===== src/rtl/shift_add_mult4_pkg.sv =====
// Shared constants for the shift-add multiplier.
// State encoding and step limits.
package shift_add_mult4_pkg;

   localparam int WIDTH = 4;

   localparam logic [1:0] S_IDLE = 2'b00;
   localparam logic [1:0] S_CALC = 2'b01;
   localparam logic [1:0] S_DONE = 2'b10;

   localparam logic [1:0] LAST_STEP = 2'd3;

endpackage


===== src/rtl/shift_add_mult4_if.sv =====
// Start/busy/done handshake and operand/product bus
// for the shift-add multiplier.
interface shift_add_mult4_if;
   import shift_add_mult4_pkg::*;

   logic                 start;
   logic [WIDTH-1:0]     a;
   logic [WIDTH-1:0]     b;
   logic                 busy;
   logic                 done;
   logic [2*WIDTH-1:0]   product;

   modport master (
      output start, a, b,
      input  busy, done, product
   );

   modport slave (
      input  start, a, b,
      output busy, done, product
   );

endinterface


===== src/rtl/shift_add_mult4_adder4.sv =====
// 4-bit ripple-carry adder, 5-bit sum including carry-out.
// Shared by every add-shift step of the multiplier.
module adder4 (
   input  logic [3:0] a,
   input  logic [3:0] b,
   input  logic       cin,
   output logic [4:0] sum
);

   always_comb begin
      logic c;
      sum = '0;
      c   = cin;
      for (int i = 0; i < 4; i++) begin
         sum[i] = a[i] ^ b[i] ^ c;
         c      = (a[i] & b[i]) | (c & (a[i] ^ b[i]));
      end
      sum[4] = c;
   end

endmodule


===== src/rtl/shift_add_mult4.sv =====
// Sequential 4x4 unsigned multiplier: one shared adder,
// four add-shift steps, start/busy/done handshake.
module shift_add_mult4
   import shift_add_mult4_pkg::*;
(
   input  logic              clk,
   input  logic              reset,
   shift_add_mult4_if.slave  bus
);

   logic [1:0]         state;
   logic [WIDTH-1:0]   m;
   logic [WIDTH-1:0]   hi;
   logic [WIDTH-1:0]   lo;
   logic [1:0]         cnt;
   logic [2*WIDTH-1:0] prod;
   logic [WIDTH-1:0]   addend;
   logic [WIDTH:0]     s;

   assign addend = lo[0] ? m : '0;

   adder4 u_add (
      .a   (hi),
      .b   (addend),
      .cin (1'b0),
      .sum (s)
   );

   always_ff @(posedge clk) begin
      if (reset) begin
         state <= S_IDLE;
         m     <= '0;
         hi    <= '0;
         lo    <= '0;
         cnt   <= '0;
         prod  <= '0;
      end else begin
         unique case (state)
            S_IDLE: begin
               if (bus.start) begin
                  m     <= bus.a;
                  lo    <= bus.b;
                  hi    <= '0;
                  cnt   <= '0;
                  state <= S_CALC;
               end
            end
            S_CALC: begin
               // carry-out lands in hi[3]; s[0] shifts into lo
               hi  <= s[WIDTH:1];
               lo  <= {s[0], lo[WIDTH-1:1]};
               cnt <= cnt + 2'd1;
               if (cnt == LAST_STEP) begin
                  prod  <= {s[WIDTH:1], s[0], lo[WIDTH-1:1]};
                  state <= S_DONE;
               end
            end
            S_DONE: begin
               state <= S_IDLE;
            end
            default: begin
               state <= S_IDLE;
            end
         endcase
      end
   end

   assign bus.busy    = (state != S_IDLE);
   assign bus.done    = (state == S_DONE);
   assign bus.product = prod;

endmodule


===== src/flat_wrapper.sv =====
// flat-port wrapper written by rule: the top's interface ports become plain ports
module shift_add_mult4_flat import shift_add_mult4_pkg::*;
  (clk, reset, bus_start, bus_a, bus_b, bus_busy, bus_done, bus_product);
  shift_add_mult4_if bus_i ();
  input  logic clk;
  input  logic reset;
  input wire logic [$bits(bus_i.start)-1:0] bus_start;
  input wire logic [$bits(bus_i.a)-1:0] bus_a;
  input wire logic [$bits(bus_i.b)-1:0] bus_b;
  output wire logic [$bits(bus_i.busy)-1:0] bus_busy;
  output wire logic [$bits(bus_i.done)-1:0] bus_done;
  output wire logic [$bits(bus_i.product)-1:0] bus_product;
  assign bus_i.start = bus_start;
  assign bus_i.a = bus_a;
  assign bus_i.b = bus_b;
  assign bus_busy = bus_i.busy;
  assign bus_done = bus_i.done;
  assign bus_product = bus_i.product;
  shift_add_mult4 u_core (.clk(clk), .reset(reset), .bus(bus_i));
endmodule

===== config.mk =====
export PLATFORM = sky130hd
export DESIGN_NAME = shift_add_mult4_flat
export DESIGN_NICKNAME = d
export VERILOG_FILES = /design/src/rtl/shift_add_mult4_pkg.sv /design/src/rtl/shift_add_mult4_if.sv /design/src/rtl/shift_add_mult4_adder4.sv /design/src/rtl/shift_add_mult4.sv /design/src/flat_wrapper.sv
export SDC_FILE = /design/constraint.sdc
export NUM_CORES = 1
export LEC_CHECK = 0
export ABC_AREA = 1
export CAP_MARGIN = 20
export CORE_ASPECT_RATIO = 0.7
export CORE_MARGIN = 5
export CORE_UTILIZATION = 46
export CTS_CLUSTER_DIAMETER = 120
export CTS_CLUSTER_SIZE = 28
export DETAILED_ROUTE_END_ITERATION = 8
export PLACE_DENSITY = 0.72
export SLEW_MARGIN = 10
export SYNTH_ARGS = -nofsm -noshare
export SYNTH_HDL_FRONTEND = slang
export SYNTH_SLANG_ARGS = --single-unit

===== constraint.sdc =====
create_clock -name clk -period 1.9 [get_ports clk]
set_input_delay 0.38 -clock clk [delete_from_list [all_inputs] [get_ports clk]]
set_output_delay 0.38 -clock clk [all_outputs]
set_load 0.005 [all_outputs]

### Word level (Yosys, flattened, before mapping)

Index checks and enable logic that the tools add are counted.

| word-level totals | value |
|---|---|
| flip-flop bits (word level) | 24 |
| logic and storage cells | 46 |

| operators by class | value |
|---|---|
| reduce and logical (&&, ||, !) cells | 7 |
| bitwise operators | 17 |
| multiplexer cells | 10 |
| eq/ne operators | 5 |
| add/sub/neg operators | 1 |

Operators with widths:

| cell | number |
|---|---|
| $pmux W4 S2 | 2 |
| $mux W4 | 3 |
| $pmux W2 S2 | 2 |
| $reduce_and A2 Y1 | 4 |
| $and A1 B1 Y1 | 7 |
| $xor A1 B1 Y1 | 7 |
| $mux W2 | 3 |
| $eq A2 B2 Y1 const B | 2 |
| $reduce_bool A2 Y1 | 2 |
| $or A1 B1 Y1 | 3 |
| $add A2 B1 Y2 const B | 1 |
| $eq A2 B1 Y1 const B | 1 |
| $logic_not A2 Y1 | 1 |
| $ne A2 B1 Y1 const B | 1 |
| $ne A2 B2 Y1 const B | 1 |

### Logic depth before layout (Yosys ltp)

Gate-level depths: netlist of the first run.

| depth | value |
|---|---|
| word-level depth | 9 |
| depth in mapped cells | 10 |
| mapped depth without buffers | 10 |

### Modules after synthesis

A second synthesis of the first run with hierarchy kept.

| second synthesis, totals | value |
|---|---|
| cell total of the unflattened synthesis | 154 |
| area, all modules | 1181.1 µm² |

Modules (own cells, without submodules):

| module | instances | area each (µm²) | cells each | sequential area each (µm²) |
|---|---|---|---|---|
| shift_add_mult4 | 1 | 1063.5 | 140 | 480.5 |
| adder4 | 1 | 117.6 | 14 | 0.0 |

### Worst setup path after synthesis of the first run

OpenSTA, ideal clock, no wires.

| timing | value |
|---|---|
| kind | register to register |
| from | reg u_core.lo[0] |
| to | reg u_core.hi[2] |
| cell stages (with the launch flop) | 11 |
| path buffers | 0 |
| setup time | 0.124 ns |
| setup slack | -0.223 ns |
| arrival | 1.999 ns |
| path through | dfxtp_1 > nand2_1 > inv_1 > ha_1 > inv_1 > fa_1 > fa_1 > fa_1 > inv_1 > nand2_1 > a21oi_2 |

| on the way | value |
|---|---|
| word-level cells in the longest chain between the ends | 8 |

RTL lines:

| item | RTL line | RTL |
|---|---|---|
| start, declared | shift_add_mult4.sv:14 | `logic [WIDTH-1:0] lo;` |
| start signal, assigned | shift_add_mult4.sv:42 | `lo <= bus.b;` |
| start signal, assigned | shift_add_mult4.sv:51 | `lo <= {s[0], lo[WIDTH-1:1]};` |
| $mux W4 (*) | shift_add_mult4.sv:20 | `assign addend = lo[0] ? m : '0;` |
| $and A1 B1 Y1 / $xor A1 B1 Y1 (equally long branches) | shift_add_mult4_adder4.sv:16 | `c = (a[i] & b[i]) \| (c & (a[i] ^ b[i]));` |
| $and A1 B1 Y1 | shift_add_mult4_adder4.sv:16 |  |
| $or A1 B1 Y1 | shift_add_mult4_adder4.sv:16 |  |
| $and A1 B1 Y1 | shift_add_mult4_adder4.sv:16 |  |
| $or A1 B1 Y1 | shift_add_mult4_adder4.sv:16 |  |
| $xor A1 B1 Y1 (*) | shift_add_mult4_adder4.sv:15 | `sum[i] = a[i] ^ b[i] ^ c;` |
| $pmux W4 S2 (*) | shift_add_mult4.sv:38 | `unique case (state)` |
| end signal, assigned | shift_add_mult4.sv:50 | `hi <= s[WIDTH:1];` |
| end, declared | shift_add_mult4.sv:13 | `logic [WIDTH-1:0] hi;` |

Every way passes the cells marked *; elsewhere a longest branch is shown, timed or not.
A chain may end at the register's enable or synchronous reset.

### Worst setup path after layout of the first run

| timing | value |
|---|---|
| from | reg u_core.hi[0] |
| to | reg u_core.hi[2] |

| on the way | value |
|---|---|
| word-level cells in the longest chain between the ends | 7 |

RTL lines:

| item | RTL line |
|---|---|
| $and A1 B1 Y1 (2 in series) | shift_add_mult4_adder4.sv:16 |
| $or A1 B1 Y1 | shift_add_mult4_adder4.sv:16 |
| $and A1 B1 Y1 | shift_add_mult4_adder4.sv:16 |
| $or A1 B1 Y1 | shift_add_mult4_adder4.sv:16 |
| $xor A1 B1 Y1 | shift_add_mult4_adder4.sv:15 |
| $pmux W4 S2 | shift_add_mult4.sv:38 |

No other way between the ends.

==> out/results.txt, run 1 <==
critical path capture point type -> flop
Detailed Place HPWL -> 1.693 mm
syn_nets -> 164
Vias/cell -> 4.615
DRT met1 WL -> 1.101 mm
CTS clk-pin slew, worst paths -> 0.14 ns
category of the worst setup path launch point -> flop
TritonCTS clock tree -> yes
cell chosen for the clock root -> sky130_fd_sc_hd__clkbuf_4
dominant combinational cell family by area after synthesis -> simple AND/OR/NAND/NOR gates
starting DRC count in detailed routing -> 14
top flip-flop cell by instance count after synthesis -> sky130_fd_sc_hd__dfxtp_1
number of inserted filler cells in the final layout -> 226
Least-Margin Pin Slew -> 0.4352 ns
proportion of netlist area held by the largest area contributor -> 41.74%
vias in the first global route -> 824
RSZ-0062 raised after global routing -> yes
Synth Area in Compound Gates -> 8.043%
summed negative setup slack over all endpoints -> -0.2682 ns
most repeated cell in the gate-level netlist after synthesis -> sky130_fd_sc_hd__nand2_1
DIE WIDTH -> 69.79 um
signed area change from the synthesized netlist to the final layout -> 27.06%
Clock Skew -> 0.01070 ns
die area -> 3619 um2
global-route usage over all layers -> 13.02%
XOR/XNOR share of the synthesized area -> 0%
placed inst area -> 1379 um2
initial core utilization -> 47.55%
number of warnings printed during yosys synthesis -> 0
sequential element share of the synthesized area -> 41.74%
post-route minimum period -> 2.010 ns
setup violators final -> 4
hold buffer count at CTS -> 0
wire length of the first global-routing pass -> 3.684 mm
Max Freq -> 497.6 MHz
PortBufs -> 20
post-detailed-route DRC marker count -> 0
asr flop ratio synth -> 0%
maximum number of pins on one net before global-route repair -> 19
fraction of the mapped netlist area in adder cells -> 7.391%
Core Box Area -> 2421 um2
die span in y -> 51.86 um
insertion delay to the later sink of the worst-skew pair -> 0.33 ns
antenna violations before repair -> 0
fraction of final layout cells with drive strength greater than 1 -> 21.64%
number of antenna-violating nets in the routed design -> 0
top sig layer -> met4
startpoint-to-endpoint class of the critical path -> reg2reg
number of pins exceeding their max-slew limit in the final report -> 0
routed length per placed instance -> 11.10 um
run status -> finished, violations left
maximum buffer depth of the clock tree -> 2
mux contribution to synthesized area -> 0%
antenna cell count -> 0
failing checks -> negative setup slack
area of all placed cells without fillers -> 1463 um2
via count -> 946
Commonest cells post-synth -> 44 x sky130_fd_sc_hd__nand2_1, 24 x sky130_fd_sc_hd__dfxtp_1, 21 x sky130_fd_sc_hd__nor2_1, 15 x sky130_fd_sc_hd__inv_1, 12 x sky130_fd_sc_hd__nand3_1
I/O pins -> 21
DR pass1 iterations -> 4
routed length on met3 -> 135 um
PwrDens -> 714.7 nW/um2
area share of and/or/nand/nor cells after synthesis -> 33.59%
# rows -> 15
arrival time reported for the critical path endpoint -> 2.25 ns
library cell occupying the most area in the post-synthesis netlist -> sky130_fd_sc_hd__dfxtp_1
final cycle utilization of the critical path -> 105.8%
total standard cell area after synthesis -> 1151 um2
grt total ovfl -> 0
tightest hold margin -> 0.4782 ns
CTS sink cnt -> 24
depth of the CTS H-tree -> 1
synthesized instance count -> 148
worst-case headroom to the max-slew limit -> 70.88%
required time of the critical path -> 2.14 ns
number of nets at the end of the flow -> 188
Detail Route met2 WL -> 1.024 mm
routability congestion estimate from global placement -> 0.8180
worst setup slack after layout -> -0.1098 ns
number of max-capacitance violations reported -> 0
total CTS buffers -> 3
total count of hold-check failures in the final report -> 0
number of distinct library cells after synthesis -> 19
synthesized flop and latch total -> 24
Hold Path Class -> reg2reg
worst-path fanout max -> 2
aggregate routed wire length -> 2.275 mm
post-synthesis average cell area -> 7.778 um2
leakage power summed over all cells -> 0.6531 nW
maximum VDD drop -> 420.3 uV
utilization after layout -> 60.41%
main area contributors after synthesis -> sky130_fd_sc_hd__dfxtp_1 42%, sky130_fd_sc_hd__nand2_1 14%, sky130_fd_sc_hd__nor2_1 6.8%
number of synthesized flops with an enable pin -> 0
## path summary, 6_finish.rpt
| check | endpoint | cells after the start | slack [ns] | start |
|---|---|---|---|---|
| max | u_core.hi[2]$_SDFFE_PP0P_ | 8 | -0.11 | u_core.hi[0]$_SDFFE_PP0P_ |
| min | u_core.bus.product[3]$_SDFFE_PP0P_ | 2 | 0.48 | u_core.bus.product[3]$_SDFFE_PP0P_ |
| max reg2reg | u_core.hi[2]$_SDFFE_PP0P_ | 8 | -0.11 | u_core.hi[0]$_SDFFE_PP0P_ |
| min reg2reg | u_core.bus.product[3]$_SDFFE_PP0P_ | 2 | 0.48 | u_core.bus.product[3]$_SDFFE_PP0P_ |
## layer usage
metal / GRT usage [%] / vias to the layer above
li1: - / 498
met1: 16.53 / 422
met2: 21.16 / 24
met3: 5.019 / 2
met4: 2.866 / 0
met5: 0 / -
## report_power, final
part	switching, mW	leakage [nW]	internal, mW	total [mW]
sequential	0.0194	0.197	0.525	0.544
clock	0.158	0.0279	0.214	0.372
combinational	0.0705	0.428	0.0589	0.129
total	0.248	0.653	0.797	1.05
## cell families after synthesis
family,Yosys count
buf+inv,22
simple gates,85
fa+ha+maj,5
flops,24
compound gates,12
## cells in the final DEF, fill, tap and decap left out
cell type / instances
sky130_fd_sc_hd__nand2_4: 1
sky130_fd_sc_hd__nand2_2: 7
sky130_fd_sc_hd__clkbuf_4: 3
sky130_fd_sc_hd__a21oi_2: 5
sky130_fd_sc_hd__nand2_1: 42
sky130_fd_sc_hd__clkdlybuf4s50_1: 20
sky130_fd_sc_hd__inv_2: 6
sky130_fd_sc_hd__nor2_1: 21
sky130_fd_sc_hd__o21ai_4: 1
sky130_fd_sc_hd__ha_1: 1
sky130_fd_sc_hd__buf_4: 3
sky130_fd_sc_hd__o21a_1: 1
sky130_fd_sc_hd__o21ai_0: 5
sky130_fd_sc_hd__inv_4: 1
sky130_fd_sc_hd__fa_1: 1
sky130_fd_sc_hd__dfxtp_1: 20
sky130_fd_sc_hd__dfxtp_2: 3
sky130_fd_sc_hd__dfxtp_4: 1
sky130_fd_sc_hd__ha_4: 1
sky130_fd_sc_hd__nand3_1: 12
sky130_fd_sc_hd__fa_2: 2
sky130_fd_sc_hd__nor2_8: 2
sky130_fd_sc_hd__bufinv_16: 1
sky130_fd_sc_hd__inv_1: 11
## worst max-delay path: stages (launching register included)
cell and delay [ns]:
sky130_fd_sc_hd__dfxtp_1 0.43, sky130_fd_sc_hd__ha_4 0.16, sky130_fd_sc_hd__inv_2 0.03, sky130_fd_sc_hd__fa_2 0.32, sky130_fd_sc_hd__fa_2 0.34, sky130_fd_sc_hd__fa_1 0.50, sky130_fd_sc_hd__inv_2 0.04, sky130_fd_sc_hd__nand2_2 0.06
sky130_fd_sc_hd__a21oi_2 0.04
## flip-flops by register name, summed over array words and instances (netlist names)
signal	flops
u_core.state	2
u_core.hi	4
u_core.m	4
u_core.bus.product	8
u_core.cnt	2
u_core.lo	4
## through the flow
stage	instances	worst slack, ns	power (mW)
detailed placement	200	-0.1293	0.6781
global route	205	-0.2096	1.094
finish	205	-0.1098	1.045
global placement	200	-0.09593	0.6742
CTS	205	-0.1188	1.051
floorplan	148	-0.1057	0.6392
## timing repair
item / CTS / global route
endpoints found under the setup margin: 6 / 5
setup buffers: 1 / 0
gates resized for setup: 3 / 9
pin swaps: 1 / 1
## final cells by class
type / instances / area (um2) / area share, %
clock inverters: 1 / 30.03 / 2.053
clock buffers: 3 / 22.52 / 1.540
flip-flops and latches: 24 / 488.0 / 33.36
multi-input cells: 102 / 586.8 / 40.12
repair buffers: 23 / 222.7 / 15.23
well taps: 34 / 42.54 / 2.908
inverters: 18 / 70.07 / 4.790
Power figures use the tool's default switching activity.
==> run 2, diff against run 1 <==
Settings changed: CORE_MARGIN 5 to unset, CORE_UTILIZATION 46 to 48, CTS_BUF_LIST set to sky130_fd_sc_hd__clkbuf_4, PLACE_DENSITY 0.72 to 0.75.
==> out/results.txt, run 2 (synthesis gave the netlist of run 1 again) <==
number of max-capacitance violations reported -> 0
category of the worst setup path launch point -> flop
cell mode on critical path -> sky130_fd_sc_hd__inv_1
worst-case headroom to the max-slew limit -> 70.05%
Clock Skew -> 0.008007 ns
CTS clk-pin slew, worst paths -> 0.14 ns
initial core utilization -> 52.15%
maximum buffer depth of the clock tree -> 2
DRT met1 WL -> 1.031 mm
most used cells in the layout excluding fill and tap cells -> 44 x sky130_fd_sc_hd__nand2_1, 21 x sky130_fd_sc_hd__nor2_1, 20 x sky130_fd_sc_hd__clkdlybuf4s50_1, 20 x sky130_fd_sc_hd__dfxtp_1, 14 x sky130_fd_sc_hd__inv_1
total CTS buffers -> 3
leakage power summed over all cells -> 0.6593 nW
PwrDens -> 718.3 nW/um2
post-route minimum period -> 2.065 ns
final cycle utilization of the critical path -> 108.7%
placed inst area -> 1384 um2
grt total ovfl -> 0
Max Freq -> 484.3 MHz
chain of cells forming the critical path -> nand2_1, inv_1, ha_1, inv_1, fa_2, fa_2, fa_1, inv_1, nand2_1, a21oi_2
worst-path fanout max -> 2
hold buffer count at CTS -> 0
DIE WIDTH -> 60.53 um
RSZ-0062 raised after global routing -> yes
arrival time reported for the critical path endpoint -> 2.33 ns
Hold Path Class -> reg2reg
routed length per placed instance -> 11.22 um
starting DRC count in detailed routing -> 57
antenna violations before repair -> 0
die span in y -> 42.97 um
cell chosen for the clock root -> sky130_fd_sc_hd__clkbuf_4
post-detailed-route DRC marker count -> 0
I/O pins -> 21
global-route usage over all layers -> 20.62%
flip-flop count of the largest register, all copies and words added -> 8
wire length of the first global-routing pass -> 3.808 mm
aggregate routed wire length -> 2.278 mm
maximum VDD drop -> 558.3 uV
CTS sink cnt -> 24
Vias/cell -> 4.764
via count -> 967
Least-Margin Pin Slew -> 0.4476 ns
Detail Route met2 WL -> 1.033 mm
DR pass1 iterations -> 6
number of inserted filler cells in the final layout -> 203
post-layout power -> 1.038 mW
number of nets at the end of the flow -> 188
die area -> 2601 um2
required time of the critical path -> 2.16 ns
insertion delay to the later sink of the worst-skew pair -> 0.32 ns
total count of hold-check failures in the final report -> 0
summed negative setup slack over all endpoints -> -0.4481 ns
critical path capture point type -> flop
TritonCTS clock tree -> yes
vias in the first global route -> 881
routed length on met3 -> 149 um
maximum number of pins on one net before global-route repair -> 19
number of pins exceeding their max-slew limit in the final report -> 0
area of all placed cells without fillers -> 1445 um2
setup violators final -> 4
number of antenna-violating nets in the routed design -> 0
fraction of final layout cells with drive strength greater than 1 -> 18.13%
# rows -> 14
worst setup slack after layout -> -0.1649 ns
depth of the CTS H-tree -> 1
routability congestion estimate from global placement -> 0.7706
run status -> finished, violations left
PortBufs -> 20
top sig layer -> met4
most common cell after layout, fill and taps aside -> sky130_fd_sc_hd__nand2_1
startpoint-to-endpoint class of the critical path -> reg2reg
failing checks -> negative setup slack
signed area change from the synthesized netlist to the final layout -> 25.54%
Core Box Area -> 2207 um2
delay of the slowest cell on the worst path -> 0.43 ns
antenna cell count -> 0
Worst path slowest cell -> sky130_fd_sc_hd__fa_1
worst slack at placement -> -0.1520 ns
Detailed Place HPWL -> 1.771 mm
[run 2: cell counts in the layout (fill, tap and decap cells not counted)]
No cell type changed its count.
[run 2: where the power goes]
group          switching (mW)  internal (mW)
Sequential             0.0194          0.524
Clock                   0.156          0.213
Combinational          0.0697         0.0564
Total                   0.245          0.793
[run 2: final timing paths]
check,start,cells after the start,slack (ns),end
worst max register to register,u_core.lo[0]$_SDFFE_PP0P_,10,-0.16,u_core.hi[2]$_SDFFE_PP0P_
worst min-delay path,u_core.bus.product[4]$_SDFFE_PP0P_,2,0.48,u_core.bus.product[4]$_SDFFE_PP0P_
worst min register to register,u_core.bus.product[4]$_SDFFE_PP0P_,2,0.48,u_core.bus.product[4]$_SDFFE_PP0P_
worst max-delay path,u_core.lo[0]$_SDFFE_PP0P_,10,-0.16,u_core.hi[2]$_SDFFE_PP0P_
[run 2: layout make-up]
class	instances	area, um2	area share (%)
clock inverter	1	30.03	2.078
multi-input combinational	102	569.3	39.39
timing repair buffer	23	222.7	15.41
inverter	18	70.07	4.848
tap	32	40.04	2.771
sequential	24	490.5	33.94
clock buffer	3	22.52	1.558
[run 2: repair_timing]
| action | in CTS | in global routing |
|---|---|---|
| gates resized for setup | 4 | 2 |
| setup buffers | 0 | 0 |
| setup endpoints to repair | 6 | 6 |
| cloned | 0 | 0 |
[run 2: stage by stage]
step                util [%]  instances  hold WS [ns]
floorplan                  -        148        0.4389
global placement       62.70        199        0.4551
detailed placement     62.70        199        0.4612
CTS                    65.25        203        0.4810
global route           65.48        203        0.4998
finish                 65.48        203        0.4775
[run 2: worst max-delay path: cells and delay by family, from the launching register on]
family / cells / cell delay (ns)
fa+ha+maj: 4 / 1.25
flops: 1 / 0.35
buf+inv: 3 / 0.18
simple gates: 2 / 0.12
compound gates: 1 / 0.12
[run 2: layer usage]
layer | global-route usage [%] | vias to the layer above
met2 | 32.09 | 34
met3 | 6.402 | 6
li1 | - | 499
met5 | 0 | -
met1 | 27.19 | 428
met4 | 6.364 | 0
==> run 3, diff against run 2 <==
Settings changed: ABC_AREA 1 to unset, CORE_UTILIZATION 48 to 47.
==> out/results.txt, run 3 <==
most used cells in the layout excluding fill and tap cells -> 22 x sky130_fd_sc_hd__nor2_1, 21 x sky130_fd_sc_hd__dfxtp_1, 20 x sky130_fd_sc_hd__clkdlybuf4s50_1, 12 x sky130_fd_sc_hd__mux2i_1, 8 x sky130_fd_sc_hd__a211oi_1
post-synthesis average cell area -> 10.23 um2
most common cell after layout, fill and taps aside -> sky130_fd_sc_hd__nor2_1
number of warnings printed during yosys synthesis -> 0
cell chosen for the clock root -> sky130_fd_sc_hd__clkbuf_4
synthesized instance count -> 101
dominant combinational cell family by area after synthesis -> simple AND/OR/NAND/NOR gates
proportion of netlist area held by the largest area contributor -> 46.49%
I/O pins -> 21
XOR/XNOR share of the synthesized area -> 0%
total standard cell area after synthesis -> 1033 um2
post-layout power -> 867.0 uW
number of antenna-violating nets in the routed design -> 0
worst r2r dst -> u_core.hi[2]$_SDFFE_PP0P_
Worst path slowest cell -> sky130_fd_sc_hd__fa_1
syn_nets -> 117
required time of the critical path -> 2.11 ns
failing checks -> design-rule violations, negative setup slack
mux contribution to synthesized area -> 12.71%
tightest hold margin -> 0.5058 ns
total CTS buffers -> 3
Commonest cells post-synth -> 24 x sky130_fd_sc_hd__dfxtp_1, 22 x sky130_fd_sc_hd__nor2_1, 12 x sky130_fd_sc_hd__mux2i_1, 9 x sky130_fd_sc_hd__a211oi_1
Worst setup startpoint -> u_core.lo[0]$_SDFFE_PP0P_
CTS sink cnt -> 24
depth of the CTS H-tree -> 1
vias in the first global route -> 678
register share of total power -> 61.6%
sequential element share of the synthesized area -> 46.49%
delay of the slowest cell on the worst path -> 0.52 ns
Max Freq -> 463.0 MHz
DIE WIDTH -> 58.05 um
number of nets at the end of the flow -> 142
placed inst area -> 1280 um2
category of the worst setup path launch point -> flop
insertion delay to the later sink of the worst-skew pair -> 0.31 ns
die area -> 2393 um2
starting DRC count in detailed routing -> 13
utilization after layout -> 67.51%
antenna cell count -> 0
number of synthesized flops with an enable pin -> 0
global-route usage over all layers -> 18.53%
maximum VDD drop -> 480.4 uV
Setup Buffers After CTS -> 0
flip-flop count of the largest register, all copies and words added -> 8
setup violators final -> 4
fraction of the mapped netlist area in adder cells -> 8.232%
RR Startpoint -> u_core.lo[0]$_SDFFE_PP0P_
Clock Skew -> 0.003403 ns
number of distinct library cells after synthesis -> 23
# rows -> 13
PortBufs -> 20
summed negative setup slack over all endpoints -> -0.6019 ns
internal power contribution -> 659.7 uW
critical path capture point type -> flop
Detailed Place HPWL -> 1.447 mm
switch share -> 23.91%
final cycle utilization of the critical path -> 113.7%
startpoint-to-endpoint class of the critical path -> reg2reg
initial core utilization -> 52.51%
Vias/cell -> 4.852
aggregate routed wire length -> 1.918 mm
total count of hold-check failures in the final report -> 0
Synth Area in Compound Gates -> 12.47%
chain of cells forming the critical path -> and2_4, ha_4, inv_2, fa_2, fa_2, fa_1, a2bb2oi_1, nor2_1
post-route minimum period -> 2.160 ns
grt total ovfl -> 0
final std cells w/o fill -> 155
PwrDens -> 652.5 nW/um2
number of inserted filler cells in the final layout -> 168
maximum buffer depth of the clock tree -> 2
hold buffer count at CTS -> 0
area share of and/or/nand/nor cells after synthesis -> 14.16%
Post-Place Cells -> 151
library cell occupying the most area in the post-synthesis netlist -> sky130_fd_sc_hd__dfxtp_1
maximum number of pins on one net before global-route repair -> 25
Worst Reg-to-Reg Cells -> 8
Least-Margin Pin Slew -> 0.4399 ns
TritonCTS clock tree -> yes
die span in y -> 41.24 um
most repeated cell in the gate-level netlist after synthesis -> sky130_fd_sc_hd__dfxtp_1
Hold Path Class -> reg2reg
leakage power summed over all cells -> 0.4809 nW
post-detailed-route DRC marker count -> 1
DR pass1 iterations -> 6
CTS clk-pin slew, worst paths -> 0.13 ns
register-to-register path setup slack -> -0.26 ns
combinational share of power -> 12.6%
main area contributors after synthesis -> sky130_fd_sc_hd__dfxtp_1 46%, sky130_fd_sc_hd__mux2i_1 12%, sky130_fd_sc_hd__nor2_1 8.0%
area of all placed cells without fillers -> 1329 um2
antenna violations before repair -> 0
Clk pwr share -> 25.9%
RSZ-0062 raised after global routing -> yes
run status -> finished, violations left
via count -> 752
wire length of the first global-routing pass -> 3.056 mm
routability congestion estimate from global placement -> 0.7413
number of pins exceeding their max-slew limit in the final report -> 0
worst setup slack after layout -> -0.2599 ns
synthesized flop and latch total -> 24
routed length per placed instance -> 12.37 um
fraction of final layout cells with drive strength greater than 1 -> 17.60%
Core Box Area -> 1968 um2
worst-path fanout max -> 2
worst slack at placement -> -0.2269 ns
worst-case headroom to the max-slew limit -> 70.62%
capture point of the worst path -> u_core.hi[2]$_SDFFE_PP0P_
cell mode on critical path -> sky130_fd_sc_hd__fa_2
arrival time reported for the critical path endpoint -> 2.37 ns
Switch Pwr -> 207.3 uW
signed area change from the synthesized netlist to the final layout -> 28.57%
asr flop ratio synth -> 0%
top flip-flop cell by instance count after synthesis -> sky130_fd_sc_hd__dfxtp_1
number of max-capacitance violations reported -> 0
-- run 3: critical path: cells and delay by family (launching register included) --
family | cells | cell delay (ns)
AO/OA/AOI/OAI | 1 | 0.17
flip-flops | 1 | 0.35
buffers and inverters | 1 | 0.03
AND/OR/NAND/NOR | 2 | 0.19
adder cells (fa/ha/maj) | 4 | 1.32
-- run 3: power groups by stage --
| stage | Clock, mW | Sequential [mW] | Combinational [mW] |
|---|---|---|---|
| after floorplan | 0 | 0.542 | 0.0656 |
| after global placement | 0 | 0.543 | 0.105 |
| after detailed placement | 0 | 0.544 | 0.108 |
| after CTS | 0.232 | 0.533 | 0.109 |
| after global routing | 0.256 | 0.537 | 0.120 |
| final | 0.224 | 0.534 | 0.109 |
-- run 3: logic make-up after synthesis --
kind of cell,count (synthesis)
buffers and inverters,11
muxes,13
adders and majority gates,5
and+or+nand+nor,32
DFF,24
AOI/OAI and AO/OA,16
-- run 3: how the worst min path moves through the flow --
stage | slack (ns) | cells past startpoint | startpoint | to
4_1_cts | 0.50 | 2 | u_core.hi[1]$_SDFFE_PP0P_ | u_core.hi[1]$_SDFFE_PP0P_
2_1_floorplan | 0.45 | 2 | u_core.m[0]$_SDFFE_PP0P_ | u_core.m[0]$_SDFFE_PP0P_
5_1_grt | 0.54 | 2 | u_core.bus.product[4]$_SDFFE_PP0P_ | u_core.bus.product[4]$_SDFFE_PP0P_
3_3_place_gp | 0.46 | 2 | u_core.m[0]$_SDFFE_PP0P_ | u_core.m[0]$_SDFFE_PP0P_
3_5_place_dp | 0.48 | 2 | u_core.hi[1]$_SDFFE_PP0P_ | u_core.hi[1]$_SDFFE_PP0P_
6_report | 0.51 | 2 | u_core.hi[1]$_SDFFE_PP0P_ | u_core.hi[1]$_SDFFE_PP0P_
-- run 3: layout make-up --
class	count	area, um2	area share, %
repair buffers	26	245.2	18.46
inverters	5	18.77	1.412
well taps	30	37.54	2.825
flip-flops and latches	24	484.2	36.44
clock buffers	3	22.52	1.695
multi-input cells	66	516.7	38.89
clock inverters	1	3.754	0.2825
-- run 3: routing by layer --
layer | up-vias | wire length (um) | GRT usage (%)
met5 | - | 0 | 0
met1 | 342 | 966 | 22.94
met3 | 2 | 107 | 6.625
li1 | 387 | - | -
met2 | 21 | 831 | 31.32
met4 | 0 | 13 | 5.357
-- run 3: repair_timing --
action / CTS / global route
endpoints found under the setup margin: 4 / 6
gates resized for setup: 1 / 6
pin swaps: 0 / 1
